<file path="config.mk">
export PLATFORM = sky130hd
export DESIGN_NAME = reg_file_dump_reader_flat
export DESIGN_NICKNAME = d
export VERILOG_FILES = /design/src/rtl/reg_file_dump_reader_if.sv /design/src/rtl/reg_file_dump_reader.sv /design/src/flat_wrapper.sv
export SDC_FILE = /design/constraint.sdc
export NUM_CORES = 1
export LEC_CHECK = 0
export ABC_AREA = 1
export CAP_MARGIN = 10
export CORE_UTILIZATION = 43
export DETAILED_ROUTE_END_ITERATION = 8
export GPL_TIMING_DRIVEN = 1
export PLACE_DENSITY = 0.79
export SETUP_SLACK_MARGIN = 0.2
export SLEW_MARGIN = 25
export SYNTH_ARGS = -nofsm -noshare
export SYNTH_HDL_FRONTEND = slang
export SYNTH_SLANG_ARGS = --single-unit
</file>
<file path="constraint.sdc">
create_clock -name clk -period 2.2 [get_ports clk]
set_clock_uncertainty 0.15 [all_clocks]
set_input_delay 0.22 -clock clk [delete_from_list [all_inputs] [get_ports clk]]
set_output_delay 0.22 -clock clk [all_outputs]
set_load 0.005 [all_outputs]
</file>
<file path="src/rtl/reg_file_dump_reader_if.sv">
// -----------------------------------------------------------------------------
// reg_file_dump_reader_if
// Bundles the control, register-file read-port and stream signals of the
// register file dump reader.
//   master : the dump reader (drives read address, stream word, status)
//   slave  : the environment (register file, stream consumer, controller)
// Signals:
//   start_i / abort_i          dump request / cancel
//   rd_addr_o / rd_data_i      register file read port (combinational data)
//   dump_data_o, dump_index_o, dump_valid_o, dump_ready_i, dump_last_o
//                              valid/ready word stream
//   busy_o / done_o            status
// -----------------------------------------------------------------------------
interface reg_file_dump_reader_if #(
  parameter int DATA_WIDTH = 32
);
  logic                  start_i;
  logic                  abort_i;
  logic [4:0]            rd_addr_o;
  logic [DATA_WIDTH-1:0] rd_data_i;
  logic [DATA_WIDTH-1:0] dump_data_o;
  logic [4:0]            dump_index_o;
  logic                  dump_valid_o;
  logic                  dump_ready_i;
  logic                  dump_last_o;
  logic                  busy_o;
  logic                  done_o;

  modport master (
    input  start_i, abort_i, rd_data_i, dump_ready_i,
    output rd_addr_o, dump_data_o, dump_index_o, dump_valid_o,
    output dump_last_o, busy_o, done_o
  );

  modport slave (
    output start_i, abort_i, rd_data_i, dump_ready_i,
    input  rd_addr_o, dump_data_o, dump_index_o, dump_valid_o,
    input  dump_last_o, busy_o, done_o
  );
endinterface

</file>
<file path="src/rtl/reg_file_dump_reader.sv">
// -----------------------------------------------------------------------------
// reg_file_dump_reader
// Walks register indices FIRST_REG..LAST_REG through a spare register file
// read port and streams each value over a valid/ready interface. Never writes
// the register file.
// Ports:
//   clk    : system clock, rising edge
//   reset  : synchronous, active-high reset
//   bus    : reg_file_dump_reader_if.master (start/abort, read port, stream,
//            busy/done status)
// Optional feature (macro REG_DUMP_CHECKSUM_EN): an XOR checksum of all
// accepted register words is appended as one extra word carrying
// dump_index_o = LAST_REG and dump_last_o = 1.
// Each word takes two cycles: READ presents the address and captures the
// combinational read data, SEND holds the word until the handshake.
// -----------------------------------------------------------------------------
module reg_file_dump_reader #(
  parameter int DATA_WIDTH = 32,
  parameter int FIRST_REG  = 0,
  parameter int LAST_REG   = 31
) (
  input logic                    clk,
  input logic                    reset,
  reg_file_dump_reader_if.master bus
);

  localparam logic [4:0] FIRST_IDX = 5'(FIRST_REG);
  localparam logic [4:0] LAST_IDX  = 5'(LAST_REG);

`ifdef REG_DUMP_CHECKSUM_EN
  typedef enum logic [2:0] {S_IDLE, S_READ, S_SEND, S_DONE, S_SUM} state_t;
`else
  typedef enum logic [1:0] {S_IDLE, S_READ, S_SEND, S_DONE} state_t;
`endif

  state_t                state;
  logic [4:0]            idx;
  logic [DATA_WIDTH-1:0] data_q;
  logic                  is_last;
`ifdef REG_DUMP_CHECKSUM_EN
  logic [DATA_WIDTH-1:0] acc;
`endif

  assign is_last         = (idx == LAST_IDX);
  // data_q is the presented stream word; it also carries the checksum word
  assign bus.dump_data_o = data_q;

  always_ff @(posedge clk) begin
    if (reset) begin
      state            <= S_IDLE;
      idx              <= '0;
      data_q           <= '0;
      bus.rd_addr_o    <= '0;
      bus.dump_index_o <= '0;
      bus.dump_valid_o <= 1'b0;
      bus.dump_last_o  <= 1'b0;
      bus.busy_o       <= 1'b0;
      bus.done_o       <= 1'b0;
`ifdef REG_DUMP_CHECKSUM_EN
      acc              <= '0;
`endif
    end else begin
      case (state)
        S_IDLE: begin
          if (bus.start_i) begin
            idx           <= FIRST_IDX;
            bus.rd_addr_o <= FIRST_IDX;
            bus.busy_o    <= 1'b1;
            state         <= S_READ;
`ifdef REG_DUMP_CHECKSUM_EN
            acc           <= '0;
`endif
          end
        end

        S_READ: begin
          if (bus.abort_i) begin
            bus.rd_addr_o <= '0;
            bus.busy_o    <= 1'b0;
            state         <= S_IDLE;
          end else begin
            data_q           <= bus.rd_data_i;
            bus.dump_index_o <= idx;
            bus.dump_valid_o <= 1'b1;
`ifdef REG_DUMP_CHECKSUM_EN
            bus.dump_last_o  <= 1'b0;
`else
            bus.dump_last_o  <= is_last;
`endif
            state            <= S_SEND;
          end
        end

        S_SEND: begin
          // abort outranks a same-cycle handshake
          if (bus.abort_i) begin
            bus.dump_valid_o <= 1'b0;
            bus.dump_last_o  <= 1'b0;
            bus.rd_addr_o    <= '0;
            bus.busy_o       <= 1'b0;
            state            <= S_IDLE;
          end else if (bus.dump_ready_i) begin
            if (is_last) begin
`ifdef REG_DUMP_CHECKSUM_EN
              // checksum word reuses the LAST_REG index
              acc             <= acc ^ data_q;
              data_q          <= acc ^ data_q;
              bus.dump_last_o <= 1'b1;
              state           <= S_SUM;
`else
              bus.dump_valid_o <= 1'b0;
              bus.dump_last_o  <= 1'b0;
              bus.rd_addr_o    <= '0;
              bus.done_o       <= 1'b1;
              state            <= S_DONE;
`endif
            end else begin
`ifdef REG_DUMP_CHECKSUM_EN
              acc              <= acc ^ data_q;
`endif
              idx              <= idx + 5'd1;
              bus.rd_addr_o    <= idx + 5'd1;
              bus.dump_valid_o <= 1'b0;
              bus.dump_last_o  <= 1'b0;
              state            <= S_READ;
            end
          end
        end

`ifdef REG_DUMP_CHECKSUM_EN
        S_SUM: begin
          if (bus.abort_i) begin
            bus.dump_valid_o <= 1'b0;
            bus.dump_last_o  <= 1'b0;
            bus.rd_addr_o    <= '0;
            bus.busy_o       <= 1'b0;
            state            <= S_IDLE;
          end else if (bus.dump_ready_i) begin
            bus.dump_valid_o <= 1'b0;
            bus.dump_last_o  <= 1'b0;
            bus.rd_addr_o    <= '0;
            bus.done_o       <= 1'b1;
            state            <= S_DONE;
          end
        end
`endif

        S_DONE: begin
          bus.done_o <= 1'b0;
          bus.busy_o <= 1'b0;
          state      <= S_IDLE;
        end

        default: state <= S_IDLE;
      endcase
    end
  end

endmodule
</file>
<file path="src/flat_wrapper.sv">
// flat-port wrapper written by rule: the top's interface ports become plain ports
module reg_file_dump_reader_flat 
#(
  parameter int DATA_WIDTH = 32,
  parameter int FIRST_REG  = 0,
  parameter int LAST_REG   = 31
)
  (clk, reset, bus_start_i, bus_abort_i, bus_rd_data_i, bus_dump_ready_i, bus_rd_addr_o, bus_dump_data_o, bus_dump_index_o, bus_dump_valid_o, bus_dump_last_o, bus_busy_o, bus_done_o);
  reg_file_dump_reader_if #(.DATA_WIDTH(DATA_WIDTH)) bus_i ();
  input logic clk;
  input logic reset;
  input wire logic [$bits(bus_i.start_i)-1:0] bus_start_i;
  input wire logic [$bits(bus_i.abort_i)-1:0] bus_abort_i;
  input wire logic [$bits(bus_i.rd_data_i)-1:0] bus_rd_data_i;
  input wire logic [$bits(bus_i.dump_ready_i)-1:0] bus_dump_ready_i;
  output wire logic [$bits(bus_i.rd_addr_o)-1:0] bus_rd_addr_o;
  output wire logic [$bits(bus_i.dump_data_o)-1:0] bus_dump_data_o;
  output wire logic [$bits(bus_i.dump_index_o)-1:0] bus_dump_index_o;
  output wire logic [$bits(bus_i.dump_valid_o)-1:0] bus_dump_valid_o;
  output wire logic [$bits(bus_i.dump_last_o)-1:0] bus_dump_last_o;
  output wire logic [$bits(bus_i.busy_o)-1:0] bus_busy_o;
  output wire logic [$bits(bus_i.done_o)-1:0] bus_done_o;
  assign bus_i.start_i = bus_start_i;
  assign bus_i.abort_i = bus_abort_i;
  assign bus_i.rd_data_i = bus_rd_data_i;
  assign bus_i.dump_ready_i = bus_dump_ready_i;
  assign bus_rd_addr_o = bus_i.rd_addr_o;
  assign bus_dump_data_o = bus_i.dump_data_o;
  assign bus_dump_index_o = bus_i.dump_index_o;
  assign bus_dump_valid_o = bus_i.dump_valid_o;
  assign bus_dump_last_o = bus_i.dump_last_o;
  assign bus_busy_o = bus_i.busy_o;
  assign bus_done_o = bus_i.done_o;
  reg_file_dump_reader #(.DATA_WIDTH(DATA_WIDTH), .FIRST_REG(FIRST_REG), .LAST_REG(LAST_REG)) u_core (.clk(clk), .reset(reset), .bus(bus_i));
endmodule
</file>
### After elaboration in Yosys (flattened, before gate mapping)

Index checks and enable logic that the tools add are counted.
W data, S select, Z words.

| cells by class | value |
|---|---|
| add/sub/neg operators | 1 |
| equality and inequality tests | 13 |
| mux-type cells | 29 |
| bitwise gates (word level) | 1 |
| reductions and logical operators | 13 |

Operator list:

| operator | count |
|---|---|
| $mux W5 | 8 |
| $pmux W5 S3 | 1 |
| $ne A2 B2 Y1 const B | 6 |
| $mux W2 | 5 |
| $pmux W5 S2 | 1 |
| $mux W1 | 9 |
| $pmux W2 S4 | 1 |
| $reduce_and A4 Y1 | 2 |
| $pmux W1 S2 | 3 |
| $reduce_and A2 Y1 | 3 |
| $reduce_bool A2 Y1 | 3 |
| $add A5 B1 Y5 const B | 1 |
| $eq A5 B5 Y1 const B | 1 |
| $reduce_and A5 Y1 | 1 |
| $eq A2 B2 Y1 const B | 2 |
| $ne A2 B1 Y1 const B | 2 |
| $ne A3 B3 Y1 const B | 1 |
| $pmux W1 S3 | 1 |
| $reduce_and A3 Y1 | 1 |
| $reduce_bool A3 Y1 | 1 |
| $eq A2 B1 Y1 const B | 1 |
| $logic_not A2 Y1 | 1 |
| $reduce_or A2 Y1 | 1 |
| $not A1 Y1 | 1 |

| storage, ports and cells | value |
|---|---|
| register bits | 53 |
| bits of input ports | 37 |
| output and inout port bits | 46 |
| word-level logic and storage cells | 66 |

### Longest topological paths before layout

| logic depth | value |
|---|---|
| depth after elaboration | 5 |
| gate-level depth with buffers | 11 |
| mapped depth without buffers | 11 |

### Worst setup path before layout

Ideal clock, no wire load.

| timing path | value |
|---|---|
| path kind | register to register |
| start | reg u_core.idx[1] |
| end | reg u_core.idx[3] |
| library setup time | 131 ps |
| arrival time | 1306 ps |
| required time | 1919 ps |
| path slack | 613 ps |
| stages on the path, launching flop included | 12 |
| buffers on the path | 0 |
| clock period less this slack | 1587 ps |
| path through | dfxtp_1 ha_1 nand2_1 nor2_1 ha_1 inv_1 nand2_1 nand2_2 nand3_4 inv_2 nand2_1 a21oi_2 |

| on the way | value |
|---|---|
| longest elaborated chain between the ends | 5 |
| elaborated cells on any way between the ends | 8 |

RTL lines:

| element | line | RTL |
|---|---|---|
| start: declaration | reg_file_dump_reader.sv:37 | `logic [4:0] idx;` |
| start signal: assignment | reg_file_dump_reader.sv:121 | `idx <= idx + 5'd1;` |
| $add A5 B1 Y5 | reg_file_dump_reader.sv:121 |  |
| $mux W5 | reg_file_dump_reader.sv:103 | `if (is_last) begin` |
| $mux W5 | reg_file_dump_reader.sv:102 | `end else if (bus.dump_ready_i) begin` |
| $mux W5 | reg_file_dump_reader.sv:96 | `if (bus.abort_i) begin` |
| $pmux W5 S2 | reg_file_dump_reader.sv:63 | `case (state)` |

Parallel ways exist; a longest one is shown, timed or not. The select of a mux whose other input is x is not followed.
A chain may end at the register's enable or synchronous reset.

### Worst setup path after layout

Same ends and word-level chain as after synthesis.

==> results.md <==
- HP Class: register to register
- P_leak: approximately 1.2 nW
- Design area: 3150 µm²
- Clk_lat worst skew: approximately 0.30 ns
- Area Overhead vs Synth: 45.1%
- Commonest non-fill, non-tap cells in the layout: clkdlybuf4s50_1 (82), nor2_1 (77), dfxtp_1 (53)
- #FFs+latches synth: 53
- Fillcell total: 421
- Multi-input logic area: 953 µm²
- Final Net Count: 407
- Pre-CTS setup slack: about 0.39 ns
- ANT cells: 0
- Gr ovfl total: 0
- Cts hold-fix bufs: 0
- Initial antenna violation count: 0
- Sequential-to-total area share from yosys stat: 0.489
- Final ANT Viol Nets: 0
- Clock sink total: 53
- Reg2Reg Launch Point: u_core.idx[1]
- Worst R2R End: u_core.idx[3]
- H-tree depth: 2
- Root buf cell: clkbuf_8
- Finished Layout Cells: 431
- Starting density of the core: 0.453
- CTS tree: yes
- Worst hold stages: 2
- Crit. End Element: register
- Cell Rows: 25
- HPWL Detailed: 3590 µm
- Number of global-route vias before repair: between 1,500 and 2,000
- Endpoints failing setup: 0
- Critical path arrival: around 1.9 ns
- Mapped Nets: roughly 330
- Gr busiest metal: met2
- Critical path type: register to register
- Die Ht: ~73 µm
- Crit path time final: approximately 1.8 ns
- Final WL: slightly above 5000 µm
- Pin count of the biggest net entering global routing: 40
- Core area: around 4800 µm²
- GRT met3 Usage: 0.0442
- CP required: approximately 2.3 ns
- Hold slack: ~0.32 ns
- Reg2reg path depth: 11
- FF/Latch Area: 1060 µm²
- Max Fanout on Critical Path: 7
- RSZ-0062 raised after global routing: no
- Fin. Hold Viols: 0
- Die area: about 5300 µm²
- Crit start category: register
- WL per Instance: 11.8 µm
- Share of layout cells above drive strength 1: 0.0659
- First DRT Iteration DRCs: around 110
- Grt met2 use: 0.336
- Avg Inst Size Synth: ~7.6 µm²
- Status: finished clean
- Setup TNS: 0 ns
- Synth unique cells: 25
- Hold Startpoint: u_core.bus.dump_last_o
- Synthesized area: approximately 2200 µm²
- Clock slew at reported path FFs: about 0.090 ns
- Max-cap violations: 0
- Met1 GRT Util: 0.248
- Cts bufs inserted: 5
- Final Max Slew Viols: 0
- Post-CTS Setup Bufs: 0
- Tot GR Track Use: 0.199
- First-pass GRT wire length: 8270 µm
- Port bufs: just over 80
- Fin worst setup slack: about 0.38 ns
- IR drop worst, VDD: between 300 and 400 µV
- Via count: 2,037
- Post-placement cell count: 423
- R2r setup slk: around 0.38 ns
- IO Pins: 83
- Post_cts resized: 0
- Slew margin rel.: 0.656
- Placed cell area: slightly above 3000 µm²
- Ys Warns: 0
- Slew @ Worst Pin: between 0.5 and 0.6 ns
- Period utilization: 0.827
- TritonRoute pass-1 iters: 4
- Clock tree buffer depth: 2
- DRC viols: 0
- GP Congestion: about 0.86
- Peak Freq: between 0.5 and 0.6 GHz
- Most common cell after layout, fill and taps aside: clkdlybuf4s50_1
- Pwr Density: 677 nW/µm²
- Hold EP: u_core.bus.dump_last_o
- Vias/cell: 4.73
- Mapped Cells: 285
- Die width: 73.0 µm
## power by group
| group | internal (mW) | total [mW] | switching (mW) |
|---|---|---|---|
| sequential | 1.02 | 1.06 | 0.0335 |
| clock | 0.371 | 0.666 | 0.295 |
| combinational | 0.227 | 0.409 | 0.181 |
## worst max-delay path: stages, from the launching register on
cell and delay [ns]:
dfxtp_1 0.43, ha_1 0.21, nand2_1 0.07, nor2_1 0.16, ha_1 0.22, inv_1 0.07, nand2_1 0.07, nand2_2 0.07
nand3_4 0.09, inv_2 0.06, nand2_1 0.08, a21oi_2 0.05
## how the worst max path moves through the flow
stage                             start                      end  slack, ns  cells past startpoint
after floorplan           u_core.idx[1]            u_core.idx[3]       0.61                     11
after global placement    u_core.idx[1]            u_core.idx[3]       0.42                     11
after detailed placement    bus_abort_i  u_core.bus.dump_valid_o       0.39                      7
after CTS                 u_core.idx[1]            u_core.idx[3]       0.38                     11
after global routing      u_core.idx[1]            u_core.idx[0]       0.21                     10
final                     u_core.idx[1]            u_core.idx[3]       0.38                     11
## area by class of cell
class / count / area share
Timing Repair Buffer: 85 / 0.272
Sequential cell: 53 / 0.337
Multi-Input combinational cell: 199 / 0.303
Inverter: 19 / 0.0243
Tap cell: 67 / 0.0266
Clock buffer: 7 / 0.0274
Clock inverter: 1 / 0.00954
## synth_stat cells, drive strengths merged
library cell	n	area [µm²]
a211oi	1	7.51
a21oi	17	88.8
nand3	8	52.6
nand2	38	160
a31oi	1	6.26
nor3	2	10.0
o21ai	43	215
nand4	3	18.8
ha	7	87.6
buf	9	57.6
inv	19	76.3
dfxtp	53	1060
clkbuf	5	20.0
nor2	79	307
## layer usage
| layer | vias to the layer above | wire (µm) | share of wire |
|---|---|---|---|
| li1 | 1067 | - | - |
| met3 | 6 | 333 | 0.066 |
| met5 | - | 0 | 0 |
| met2 | 70 | 2390 | 0.47 |
| met4 | 0 | 44 | 0.0087 |
| met1 | 894 | 2300 | 0.45 |
## kinds of logic (layout without fill, tap and decap cells)
| kind of cell | Yosys count | in the layout | share of synthesized area |
|---|---|---|---|
| AND/OR/NAND/NOR | 130 | 130 | 0.253 |
| AO/OA/AOI/OAI | 62 | 62 | 0.147 |
| flip-flops | 53 | 53 | 0.489 |
| buffers and inverters | 33 | 112 | 0.0710 |
| adder cells (fa/ha/maj) | 7 | 7 | 0.0404 |
## flip-flops by register name, indices dropped and copies added, names as in the netlist
signal                   flops
u_core.idx                   5
u_core.bus.dump_valid_o      1
u_core.bus.dump_last_o       1
u_core.bus.dump_data_o      32
u_core.bus.dump_index_o      5
u_core.bus.rd_addr_o         5
u_core.bus.busy_o            1
u_core.bus.done_o            1
u_core.state                 2
## per-stage QoR
| stage | power, mW | utilization |
|---|---|---|
| floorplan | 1.27 | - |
| global placement | 1.48 | 0.633 |
| detailed placement | 1.49 | 0.633 |
| CTS | 2.16 | 0.658 |
| global route | 2.24 | 0.658 |
| finish | 2.13 | 0.658 |
Note: power is estimated with default switching activity, not from simulation.
